--- config.mk ---
export PLATFORM = sky130hd
export DESIGN_NAME = i2c_receptor_param
export DESIGN_NICKNAME = d
export VERILOG_FILES = /design/src/rtl/i2c_pkg.sv /design/src/rtl/i2c_sync_edge.sv /design/src/rtl/i2c_receptor_param.sv
export SDC_FILE = /design/constraint.sdc
export NUM_CORES = 1
export LEC_CHECK = 0
export ABC_CLOCK_PERIOD_IN_PS = 3290
export CAP_MARGIN = 20
export CORE_MARGIN = 4
export CORE_UTILIZATION = 57
export CTS_CLUSTER_SIZE = 20
export DETAILED_ROUTE_END_ITERATION = 7
export GPL_TIMING_DRIVEN = 0
export PLACE_DENSITY_LB_ADDON = 0.15
export SYNTH_ARGS = -nofsm -noshare
export SYNTH_HDL_FRONTEND = slang
export SYNTH_SLANG_ARGS = --single-unit
--- constraint.sdc ---
create_clock -name clk_receptor -period 3.29 [get_ports clk_receptor]
set_input_delay 0.8225 -clock clk_receptor [delete_from_list [all_inputs] [get_ports clk_receptor]]
set_output_delay 0.8225 -clock clk_receptor [all_outputs]
set_load 0.005 [all_outputs]
--- src/rtl/i2c_pkg.sv ---
// Shared definitions for the oversampling I2C target: FSM encoding, counter width,
// general-call address and the debug snapshot struct.
package i2c_pkg;

  localparam int BIT_CNT_W = 3;

  localparam logic [2:0] ST_IDLE     = 3'd0;
  localparam logic [2:0] ST_ADDR     = 3'd1;
  localparam logic [2:0] ST_ADDR_ACK = 3'd2;
  localparam logic [2:0] ST_WR_BYTE  = 3'd3;
  localparam logic [2:0] ST_WR_ACK   = 3'd4;
  localparam logic [2:0] ST_RD_BYTE  = 3'd5;
  localparam logic [2:0] ST_RD_ACK   = 3'd6;
  localparam logic [2:0] ST_IGNORE   = 3'd7;

  localparam logic [6:0] GENERAL_CALL_ADDR = 7'h00;

  typedef struct packed {
    logic [2:0]           state;
    logic [BIT_CNT_W-1:0] bit_cnt;
    logic                 busy;
  } i2c_dbg_t;

endpackage

--- src/rtl/i2c_sync_edge.sv ---
// Multi-flop synchroniser for one asynchronous I2C line with single-cycle rise/fall strobes.
module i2c_sync_edge #(
  parameter int   STAGES  = 2,
  parameter logic RST_VAL = 1'b1
) (
  input  logic clk_i,
  input  logic rst_ni,
  input  logic d_i,
  output logic level_o,
  output logic rise_o,
  output logic fall_o
);

  logic [STAGES-1:0] sync_q;
  logic              prev_q;

  // Reset to the idle bus level so releasing reset never fakes an edge.
  always_ff @(posedge clk_i or negedge rst_ni) begin
    if (!rst_ni) begin
      sync_q <= {STAGES{RST_VAL}};
      prev_q <= RST_VAL;
    end else begin
      sync_q <= {sync_q[STAGES-2:0], d_i};
      prev_q <= sync_q[STAGES-1];
    end
  end

  assign level_o = sync_q[STAGES-1];
  assign rise_o  = level_o & ~prev_q;
  assign fall_o  = ~level_o & prev_q;

endmodule

--- src/rtl/i2c_receptor_param.sv ---
// I2C target oversampling SCL/SDA on clk_receptor; moves DATA_BYTES-wide words.
// Build macro I2C_GENERAL_CALL_EN additionally accepts writes to the general-call address.
module i2c_receptor_param
  import i2c_pkg::*;
#(
  parameter int DATA_BYTES  = 2,
  parameter int SYNC_STAGES = 2
) (
  input  logic                    clk_receptor,
  input  logic                    rst_receptor,
  input  logic [6:0]              I2C_ADDR_receptor,
  input  logic                    SCL,
  input  logic                    SDA_OUT,
  input  logic                    SDA_OE,
  input  logic [8*DATA_BYTES-1:0] RD_DATA_receptor,
  output logic                    SDA_IN,
  output logic [8*DATA_BYTES-1:0] WR_DATA_receptor,
  output logic                    wr_valid,
  output logic                    rd_req,
  output logic                    busy,
  output i2c_dbg_t                dbg_o
);

  localparam int DATA_W = 8 * DATA_BYTES;
  localparam int BC_W   = (DATA_BYTES > 1) ? $clog2(DATA_BYTES) : 1;

  logic bus_sda;
  logic scl_lvl, scl_rise, scl_fall;
  logic sda_lvl, sda_rise, sda_fall;
  logic start_det, stop_det;

  assign bus_sda = SDA_OE ? SDA_OUT : 1'b1;

  i2c_sync_edge #(.STAGES(SYNC_STAGES), .RST_VAL(1'b1)) u_sync_scl (
    .clk_i   (clk_receptor),
    .rst_ni  (rst_receptor),
    .d_i     (SCL),
    .level_o (scl_lvl),
    .rise_o  (scl_rise),
    .fall_o  (scl_fall)
  );

  i2c_sync_edge #(.STAGES(SYNC_STAGES), .RST_VAL(1'b1)) u_sync_sda (
    .clk_i   (clk_receptor),
    .rst_ni  (rst_receptor),
    .d_i     (bus_sda),
    .level_o (sda_lvl),
    .rise_o  (sda_rise),
    .fall_o  (sda_fall)
  );

  // Both lines share the same latency, so SCL level is aligned with the SDA edge.
  assign start_det = sda_fall & scl_lvl;
  assign stop_det  = sda_rise & scl_lvl;

  logic [2:0]           state_q, state_d;
  logic [BIT_CNT_W-1:0] bit_cnt_q, bit_cnt_d;
  logic [BC_W-1:0]      byte_cnt_q, byte_cnt_d;
  logic                 byte_done_q, byte_done_d;
  logic [7:0]           shift_q, shift_d;
  logic                 rnw_q, rnw_d;
  logic [DATA_W-1:0]    word_q, word_d, word_next;
  logic [DATA_W-1:0]    rd_shift_q, rd_shift_d;
  logic                 sda_in_q, sda_in_d;
  logic                 busy_q, busy_d;
  logic [DATA_W-1:0]    wr_data_q, wr_data_d;
  logic                 wr_valid_q, wr_valid_d;
  logic                 rd_req_q, rd_req_d;
  logic                 addr_match;
  logic                 last_byte;

  if (DATA_BYTES > 1) begin : g_multi
    assign word_next = {word_q[DATA_W-9:0], shift_q};
  end else begin : g_single
    assign word_next = shift_q;
  end

  assign last_byte = (byte_cnt_q == BC_W'(DATA_BYTES - 1));

  always_comb begin
`ifdef I2C_GENERAL_CALL_EN
    if (shift_q[7:1] == GENERAL_CALL_ADDR) addr_match = ~shift_q[0];
    else                                   addr_match = (shift_q[7:1] == I2C_ADDR_receptor);
`else
    addr_match = (shift_q[7:1] == I2C_ADDR_receptor);
`endif
  end

  // Bits are taken on SCL rise; SDA_IN and state advance on SCL fall.
  always_comb begin
    state_d     = state_q;
    bit_cnt_d   = bit_cnt_q;
    byte_cnt_d  = byte_cnt_q;
    byte_done_d = byte_done_q;
    shift_d     = shift_q;
    rnw_d       = rnw_q;
    word_d      = word_q;
    rd_shift_d  = rd_shift_q;
    sda_in_d    = sda_in_q;
    busy_d      = busy_q;
    wr_data_d   = wr_data_q;
    wr_valid_d  = 1'b0;
    rd_req_d    = 1'b0;
    if (start_det) begin
      state_d     = ST_ADDR;
      bit_cnt_d   = '0;
      byte_cnt_d  = '0;
      byte_done_d = 1'b0;
      sda_in_d    = 1'b1;
    end else if (stop_det) begin
      state_d     = ST_IDLE;
      bit_cnt_d   = '0;
      byte_cnt_d  = '0;
      byte_done_d = 1'b0;
      sda_in_d    = 1'b1;
      busy_d      = 1'b0;
    end else if (scl_rise) begin
      case (state_q)
        ST_ADDR, ST_WR_BYTE, ST_RD_BYTE: begin
          shift_d   = {shift_q[6:0], sda_lvl};
          bit_cnt_d = bit_cnt_q + 1'b1;
          if (bit_cnt_q == 3'd7) byte_done_d = 1'b1;
        end
        ST_RD_ACK: begin
          if (sda_lvl) begin
            state_d  = ST_IGNORE;
            sda_in_d = 1'b1;
          end
        end
        default: ;
      endcase
    end else if (scl_fall) begin
      case (state_q)
        ST_ADDR: begin
          if (byte_done_q) begin
            byte_done_d = 1'b0;
            if (addr_match) begin
              state_d  = ST_ADDR_ACK;
              sda_in_d = 1'b0;
              busy_d   = 1'b1;
              rnw_d    = shift_q[0];
            end else begin
              state_d  = ST_IGNORE;
              sda_in_d = 1'b1;
            end
          end
        end
        ST_ADDR_ACK: begin
          byte_cnt_d = '0;
          if (rnw_q) begin
            state_d    = ST_RD_BYTE;
            rd_req_d   = 1'b1;
            sda_in_d   = RD_DATA_receptor[DATA_W-1];
            rd_shift_d = RD_DATA_receptor << 1;
          end else begin
            state_d  = ST_WR_BYTE;
            sda_in_d = 1'b1;
          end
        end
        ST_WR_BYTE: begin
          if (byte_done_q) begin
            byte_done_d = 1'b0;
            state_d     = ST_WR_ACK;
            sda_in_d    = 1'b0;
            word_d      = word_next;
          end
        end
        ST_WR_ACK: begin
          state_d  = ST_WR_BYTE;
          sda_in_d = 1'b1;
          if (last_byte) begin
            byte_cnt_d = '0;
            wr_data_d  = word_q;
            wr_valid_d = 1'b1;
          end else begin
            byte_cnt_d = byte_cnt_q + 1'b1;
          end
        end
        ST_RD_BYTE: begin
          if (byte_done_q) begin
            byte_done_d = 1'b0;
            state_d     = ST_RD_ACK;
            sda_in_d    = 1'b1;
          end else begin
            sda_in_d   = rd_shift_q[DATA_W-1];
            rd_shift_d = rd_shift_q << 1;
          end
        end
        ST_RD_ACK: begin
          // Reaching this fall still in RD_ACK means the master ACKed.
          state_d = ST_RD_BYTE;
          if (last_byte) begin
            byte_cnt_d = '0;
            rd_req_d   = 1'b1;
            sda_in_d   = RD_DATA_receptor[DATA_W-1];
            rd_shift_d = RD_DATA_receptor << 1;
          end else begin
            byte_cnt_d = byte_cnt_q + 1'b1;
            sda_in_d   = rd_shift_q[DATA_W-1];
            rd_shift_d = rd_shift_q << 1;
          end
        end
        default: ;
      endcase
    end
  end

  always_ff @(posedge clk_receptor or negedge rst_receptor) begin
    if (!rst_receptor) begin
      state_q     <= ST_IDLE;
      bit_cnt_q   <= '0;
      byte_cnt_q  <= '0;
      byte_done_q <= 1'b0;
      shift_q     <= '0;
      rnw_q       <= 1'b0;
      word_q      <= '0;
      rd_shift_q  <= '0;
      sda_in_q    <= 1'b1;
      busy_q      <= 1'b0;
      wr_data_q   <= '0;
      wr_valid_q  <= 1'b0;
      rd_req_q    <= 1'b0;
    end else begin
      state_q     <= state_d;
      bit_cnt_q   <= bit_cnt_d;
      byte_cnt_q  <= byte_cnt_d;
      byte_done_q <= byte_done_d;
      shift_q     <= shift_d;
      rnw_q       <= rnw_d;
      word_q      <= word_d;
      rd_shift_q  <= rd_shift_d;
      sda_in_q    <= sda_in_d;
      busy_q      <= busy_d;
      wr_data_q   <= wr_data_d;
      wr_valid_q  <= wr_valid_d;
      rd_req_q    <= rd_req_d;
    end
  end

  // wr_valid and rd_req are single-cycle strobes with no back-pressure.
  assign SDA_IN           = sda_in_q;
  assign WR_DATA_receptor = wr_data_q;
  assign wr_valid         = wr_valid_q;
  assign rd_req           = rd_req_q;
  assign busy             = busy_q;
  assign dbg_o            = '{state: state_q, bit_cnt: bit_cnt_q, busy: busy_q};

endmodule

* Yosys cells after proc, flatten, opt, wreduce, memory -nomap -nowiden *
Index checks and enable logic that the tools add are counted.

cells by class
  reductions and logical operators = 24
  bitwise operators = 13
  equality and inequality tests = 20
  add/sub/neg operators = 2
  muxes and demuxes = 65

operators with widths
  operator                                                                number
  16-bit two-way mux                                                      3
  16-bit case mux with 3 select lines                                     1
  3-bit two-way mux                                                       15
  1-bit two-way mux                                                       42
  6-bit AND reduction                                                     4
  7-bit AND reduction                                                     3
  3-bit case mux with 6 select lines                                      1
  5-bit != test (second input constant)                                   3
  3-bit equality test (second input constant)                             4
  4-bit by 1-bit != test with 1-bit output (second input constant)        3
  3-bit nonzero test                                                      4
  4-bit by 2-bit != test with 1-bit output (second input constant)        2
  4-bit AND reduction                                                     2
  2-bit nonzero test                                                      4
  4-bit nonzero test                                                      2
  8-bit nonzero test                                                      1
  7-bit equality test                                                     1
  1-bit NOT                                                               7
  1-bit bitwise AND                                                       6
  3-bit by 2-bit equality test with 1-bit output (second input constant)  2
  1-bit case mux with 6 select lines                                      1
  2-bit != test (second input constant)                                   2
  1-bit case mux with 2 select lines                                      2
  3-bit by 1-bit adder with 3-bit output (second input constant)          1
  8 further kinds                                                         8

storage, ports and cells
  bits of input ports = 28
  bits in registers = 75
  output and inout bits = 27

* Logic depth before layout (Yosys ltp) *
Gate-level depths: netlist (run 1).

  depth after elaboration = 8
  mapped depth = 9
  mapped depth without buffers = 7

* Cells and area by module *
From an unflattened synthesis (run 1), not the netlist that was laid out.

unflattened totals
  cell total of the unflattened synthesis = 274
  area, all modules = 3,373.2 um^2

modules (own cells, without submodules)
  module              instances  area an instance (um^2)  cells an instance
  i2c_receptor_param  1          3,185.6                  264
  i2c_sync_edge       2          93.8                     5

* Worst setup path after synthesis (run 1) *
OpenSTA, ideal clock, no wires.

  path type = reg2reg
  start point = reg u_sync_scl.sync_q[1]
  end point = reg state_q[1]
  path slack = 1.174 ns
  required time = 3.165 ns
  library setup time = 0.125 ns
  period minus slack after synthesis = 2.116 ns
  cell stages (with the launch flop) = 8
  data arrival time = 1.991 ns
  path buffers = 0
  cells stage by stage = dfstp_2 -> inv_1 -> ha_1 -> nor2_2 -> a222oi_1 -> o21ai_1 -> or2_4 -> mux2_4

between the ends
  cells in the longest elaborated chain, start to end = 4
  elaborated cells between the ends (all ways) = 16
  classes of those cells = 5 x eq/ne; 3 x mux; 5 x bitwise; 3 x reduce/logical

RTL lines
  element                                                             line                                            RTL
  start: declaration                                                  i2c_sync_edge.sv:14                             logic [STAGES-1:0] sync_q;
  start signal: assignment                                            i2c_sync_edge.sv:20                             sync_q <= {STAGES{RST_VAL}};
  start signal: assignment                                            i2c_sync_edge.sv:23                             sync_q <= {sync_q[STAGES-2:0], d_i};
  1-bit NOT or 1-bit bitwise AND (tied branches)                      i2c_sync_edge.sv:30, i2c_sync_edge.sv:29
  1-bit bitwise AND or 3-bit two-way mux (tied branches)              i2c_sync_edge.sv:30, i2c_receptor_param.sv:117
  4-bit nonzero test (no line) or 3-bit two-way mux (tied branches)   --
  7-bit AND reduction (no line) or 3-bit two-way mux (tied branches)  --
  end signal: assignment                                              i2c_receptor_param.sv:224                       state_q <= state_d;
  end: declaration                                                    i2c_receptor_param.sv:56                        logic [2:0] state_q, state_d;

Several ways; a longest one is shown, not always the timed one.
A chain may end at the register's enable or synchronous reset.

* Final worst setup path (run 1) *
  start point = reg u_sync_scl.sync_q[1]
  end point = reg state_q[2]

Same word-level chain as after synthesis.

==> impl_metrics.yaml, run 1 <==
power_and_ir_drop:
  power_mw: 2.97
  p_per_area_nw_per_um2: 699
  peakVddDrop_v: 0.000404
  p_leak_nw: 2.01
timing:
  fmax_mhz: 427
  period_needed_ns: 2.34
  slew_headroom: 0.394
  setup_viol: 0
  finalMaxSlewViolations: 0
  hold_violations: 0
  worst_slew_pin_slew_ns: 0.909
  fin_hold_ws_ns: 0.357
  setup_ws_ns: 0.949
  finClkSkew_ns: 0.00878
  period_share: 0.711
  rsz0062_at_grt: "false"
floorplan:
  rows: 27
  core_region_area_um2: 5640
  io_pins: 55
  die_w_um: 85.3
  die_h_um: 85.3
  initial_utilization: 0.603
  dieArea_um2: 7270
detailed_routing:
  firstDrtPassIters: 4
  drt_wl_total_mm: 6.85
  route.antenna.remaining_nets: 0
  num_vias: 2369
  route.detailed.wl_per_inst_um: 16.1
  drc: 0
  drt-initial-drc-count: 158
  vias_per_cell: 5.57
outcome:
  outcome: "finished clean"
setup_path:
  crit_required_ns: 3.52
  worstSetupEndpointType: "flip-flop"
  start_kind: "flip-flop"
  cp.arrival_ns: 2.57
  cp_max_fo: 9
  path_class: "flip-flop to flip-flop"
  timing.reg2reg.setup_slack_ns: 0.95
placement:
  io_buffers: 54
  hpwl_mm: 4.76
  dpl_cell_area_um2: 4030
  dp_slack_ns: 0.606
  gp_congestion: 0.882
worst_hold_path:
  hold_class: "flip-flop to flip-flop"
clocking:
  post_cts.repair.setup_buffers: 0
  root_buffer: "clkbuf_8"
  path_clk_slew_ns: 0.08
  cts_buffer_depth: 2
  cts_resized: 0
  htree_num_levels: 3
  cts-buffers-inserted: 9
  clock_sinks: 74
  holdBufCountCts: 0
  cts_tree: "built"
  clk_latency_ns: 0.34
synthesis:
  syn_area_um2: 3400
  synth_cell_types: 45
  synth-edff-count: 0
  async_flop_share: 1.00
  ys_warn_count: 0
  seq_area_frac_synth: 0.547
  post_synth.cell_area_avg_um2: 12.0
  syn-num-nets: 316
  yosys_most_used_dff: "dfrtp_1"
  syn-instance-count: 283
  synth_seq_cells: 74
cells_and_area:
  fin_area_um2: 4250
  syn_to_final_growth_pct: 25.0
  antenna_cells: 0
  drive_gt1_frac: 0.246
  fin_nets: 381
  fin_util: 0.754
global_routing:
  grt_pass1_wl_mm: 11.8
  top_usage_layer: "met2"
  grt_antenna_before_repair: 0
  globalRouteTotalUtil: 0.204
  grt_use_met1: 0.269
  grt_max_degree: 75
  grt_pass1_vias: 2407
  use_met3: 0.0485
  overflow: 0
  grt_use_met2: 0.317
flow_run:
  drv_cap: 0
[cells by family (layout without fill, tap and decap cells)]
logic type | after synthesis | in the layout | share of synthesized area
AO/OA/AOI/OAI | 50 | 50 | 0.0882
XOR/XNOR | 9 | 9 | 0.0232
adder cells (fa/ha/maj) | 5 | 5 | 0.0184
buffers and inverters | 24 | 94 | 0.0364
flip-flops | 74 | 74 | 0.547
multiplexers | 60 | 60 | 0.194
AND/OR/NAND/NOR | 61 | 61 | 0.0930
[power breakdown]
group / total [mW] / internal [mW] / switching (mW)
clock: 0.776 / 0.432 / 0.344
sequential: 1.24 / 1.10 / 0.145
combinational: 0.954 / 0.487 / 0.467
[cell usage in the layout, fill, tap and decap left out, types with 9 or more instances in the layout]
cell / n
a21oi_1: 21
buf_2: 9
clkbuf_8: 9
clkdlybuf4s50_1: 53
dfrtp_1: 67
inv_1: 9
mux2_2: 40
mux2i_1: 18
nand2_1: 11
nor2_1: 21
o21ai_0: 11
[registers in the layout (all words and copies together) (netlist names), 2 cells and up]
signal	flops
bit_cnt_q	3
u_sync_scl.sync_q	2
state_q	3
u_sync_sda.sync_q	2
word_q	16
shift_q	8
rd_shift_q	15
WR_DATA_receptor	16
[per-layer routing]
metal,vias up,part of all wire
met4,0,0.023
met1,1137,0.44
met5,-,0
met2,85,0.47
met3,13,0.068
li1,1134,-
[worst max-delay path: stages (launching register included)]
cell      delay (ns)
dfstp_2         0.63
inv_1           0.11
ha_1            0.38
nor2_2          0.08
a222oi_1        0.30
o21ai_1         0.15
or2_4           0.28
mux2_4          0.30
[cell usage after synthesis, drive strengths merged (3+ instances only)]
cell	number	area, um2
a31oi	3	18.8
buf	14	86.3
nand2	11	41.3
dfstp	7	184
mux2i	18	180
nand3	4	20.0
inv	9	33.8
nor3	5	25.0
ha	5	62.6
a21oi	21	105
nand2b	3	18.8
dfrtp	67	1680
nor2b	3	18.8
nor3b	3	33.8
or2	4	27.5
xnor2	8	70.1
o21ai	13	65.1
nor2	22	85.1
mux2	42	480
[per-stage QoR]
stage	instances	setup TNS [ns]
3_3_place_gp	409	-73.26
4_1_cts	425	0
3_5_place_dp	409	0
5_1_grt	425	0
6_report	425	0
2_1_floorplan	283	0
[final timing paths]
kind                                           startpoint                             end  depth (start not counted)
setup reg to reg           u_sync_scl.sync_q[1]$_DFF_PN1_          state_q[2]$_DFFE_PN0P_                          7
hold reg to reg            u_sync_scl.sync_q[0]$_DFF_PN1_  u_sync_scl.sync_q[1]$_DFF_PN1_                          0
setup / recovery           u_sync_scl.sync_q[1]$_DFF_PN1_          state_q[2]$_DFFE_PN0P_                          7
min in group asynchronous                    rst_receptor         byte_done_q$_DFFE_PN0P_                          1
hold / removal             u_sync_scl.sync_q[0]$_DFF_PN1_  u_sync_scl.sync_q[1]$_DFF_PN1_                          0
max in group asynchronous                    rst_receptor          shift_q[5]$_DFFE_PN0P_                          1
[cell type report]
cell class / count / area [um2]
clock buffers: 9 / 124
inverters: 9 / 33.8
fillers: 391 / 1390
clock inverters: 7 / 98.8
plain buffers: 15 / 90.1
flip-flops and latches: 74 / 1860
repair buffers: 54 / 538
well taps: 72 / 90.1
multi-input cells: 185 / 1420
Note: power is estimated with default switching activity, not from simulation.
==> run 2, diff against run 1 <==
--- a/config.mk
+++ b/config.mk
@@ -5,10 +5,10 @@
 export SDC_FILE = /design/constraint.sdc
 export NUM_CORES = 1
 export LEC_CHECK = 0
-export ABC_CLOCK_PERIOD_IN_PS = 3290
+export ABC_CLOCK_PERIOD_IN_PS = 2200
 export CAP_MARGIN = 20
 export CORE_MARGIN = 4
-export CORE_UTILIZATION = 57
+export CORE_UTILIZATION = 53
 export CTS_CLUSTER_SIZE = 20
 export DETAILED_ROUTE_END_ITERATION = 7
 export GPL_TIMING_DRIVEN = 0
==> constraint.sdc (replaced) <==
create_clock -name clk_receptor -period 2.2 [get_ports clk_receptor]
set_input_delay 0.55 -clock clk_receptor [delete_from_list [all_inputs] [get_ports clk_receptor]]
set_output_delay 0.55 -clock clk_receptor [all_outputs]
set_load 0.005 [all_outputs]
==> impl_metrics.yaml, run 2 (same netlist as run 1, synthesis figures left out) <==
clocking:
  cts_buffer_depth: 2
  root_buffer: "clkbuf_8"
  cts_tree: "built"
  htree_num_levels: 3
  clk_latency_ns: 0.34
  path_clk_slew_ns: 0.08
  cts-buffers-inserted: 9
  holdBufCountCts: 0
  clock_sinks: 74
timing:
  period_needed_ns: 2.11
  setup_viol: 0
  fin_hold_ws_ns: 0.329
  finalMaxSlewViolations: 0
  finClkSkew_ns: 0.0118
  worst_slew_pin_slew_ns: 0.895
  period_share: 0.959
  hold_violations: 0
  fmax_mhz: 474
  setup_ws_ns: 0.0913
  slew_headroom: 0.403
  rsz0062_at_grt: "false"
cells_and_area:
  drive_gt1_frac: 0.261
  syn_to_final_growth_pct: 26.5
  fin_nets: 387
  final_common_cell: "dfrtp_1"
  antenna_cells: 0
  filler_cell_count: 452
  mostFrequentLayoutCells: "dfrtp_1, clkdlybuf4s50_1, mux2_2, nor2_1, a21oi_1"
  stdcell_count: 432
global_routing:
  globalRouteTotalUtil: 0.189
  grt_pass1_vias: 2443
  grt_pass1_wl_mm: 11.3
  overflow: 0
  grt_max_degree: 75
  grt_antenna_before_repair: 0
placement:
  gp_congestion: 0.871
  dp_cells: 412
  dp_slack_ns: -0.142
  io_buffers: 54
  hpwl_mm: 4.64
power_and_ir_drop:
  p_per_area_nw_per_um2: 1030
  p_leak_nw: 2.04
  peakVddDrop_v: 0.000651
setup_path:
  crit_end: "state_q[2]$_DFFE_PN0P_"
  cp.arrival_ns: 2.32
  timing.reg2reg.setup_slack_ns: 0.09
  path_class: "flip-flop to flip-flop"
  cp_max_fo: 10
  worstSetupEndpointType: "flip-flop"
  startpoint: "u_sync_scl.prev_q$_DFF_PN1_"
  r2r-start: "u_sync_scl.prev_q$_DFF_PN1_"
  start_kind: "flip-flop"
  rr_worst_depth: 8
  worstReg2RegEnd: "state_q[2]$_DFFE_PN0P_"
  crit_required_ns: 2.42
floorplan:
  dieArea_um2: 7770
  rows: 28
  die_w_um: 88.1
  initial_utilization: 0.562
  die_h_um: 88.1
  core_region_area_um2: 6060
  io_pins: 55
flow_run:
  drv_cap: 0
outcome:
  outcome: "finished clean"
detailed_routing:
  route.antenna.remaining_nets: 0
  route.detailed.wl_per_inst_um: 15.5
  drc: 0
  drt-initial-drc-count: 152
  drt_wl_total_mm: 6.71
  vias_per_cell: 5.56
  firstDrtPassIters: 4
  num_vias: 2400
worst_hold_path:
  hold_class: "input pin to async pin"
-- run 2: where the power goes --
part	internal (mW)	switching, mW	leakage, nW	total [mW]
Combinational	0.737	0.706	0.992	1.44
Clock	0.661	0.484	0.105	1.15
Sequential	1.64	0.212	0.939	1.85
Total	3.04	1.40	2.04	4.44
-- run 2: layout make-up --
| class | count | area [um2] | area share |
|---|---|---|---|
| Tap cell | 75 | 93.8 | 0.0218 |
| Clock buffer | 10 | 138 | 0.0320 |
| Multi-Input combinational cell | 185 | 1430 | 0.332 |
| Clock inverter | 4 | 76.3 | 0.0177 |
| Inverter | 9 | 33.8 | 0.00784 |
| Sequential cell | 74 | 1860 | 0.432 |
| Timing Repair Buffer | 60 | 583 | 0.135 |
| Buffer | 15 | 90.1 | 0.0209 |
-- run 2: how the worst min path moves through the flow --
stage                                   start                         endpoint  slack, ns  cells past startpoint
6_report                         rst_receptor           state_q[0]$_DFFE_PN0P_       0.33                      1
5_1_grt        u_sync_sda.sync_q[0]$_DFF_PN1_   u_sync_sda.sync_q[1]$_DFF_PN1_       0.37                      0
4_1_cts                          rst_receptor            word_q[2]$_DFFE_PN0P_       0.36                      1
3_5_place_dp   u_sync_sda.sync_q[0]$_DFF_PN1_   u_sync_sda.sync_q[1]$_DFF_PN1_       0.35                      0
3_3_place_gp   u_sync_sda.sync_q[0]$_DFF_PN1_   u_sync_sda.sync_q[1]$_DFF_PN1_       0.35                      0
2_1_floorplan                    rst_receptor  WR_DATA_receptor[0]$_DFFE_PN0P_       0.25                      0
-- run 2: critical path: stages, from the launching register on --
cell and delay, ns:
dfstp_2 0.58, inv_1 0.05, ha_1 0.17, buf_4 0.17
nor2_2 0.19, a222oi_1 0.11, o21ai_1 0.23, or2_4 0.19
mux2_4 0.29
-- run 2: per-layer routing --
| layer | vias up | GRT usage | share of wire |
|---|---|---|---|
| met5 | - | 0 | 0 |
| met4 | 0 | 0.0797 | 0.017 |
| met3 | 10 | 0.0339 | 0.066 |
| met2 | 80 | 0.288 | 0.46 |
| met1 | 1174 | 0.269 | 0.46 |
| li1 | 1136 | - | - |
-- run 2: stage by stage --
stage	area, um2	util	total power [mW]	setup TNS [ns]
after CTS	4270	0.705	4.47	0
after detailed placement	4040	0.666	3.31	-0.323
final	4310	0.711	4.44	0
after floorplan	3400	-	2.88	0
after global placement	4040	0.666	3.26	-134.57
after global routing	4310	0.711	4.74	0
-- run 2: repair_timing --
action | in CTS | in global routing
endpoints found under the hold margin | 0 | 0
setup endpoints to repair | 4 | 13
pin swaps | 2 | 3
setup buffers | 3 | 3
resized for setup | 0 | 2
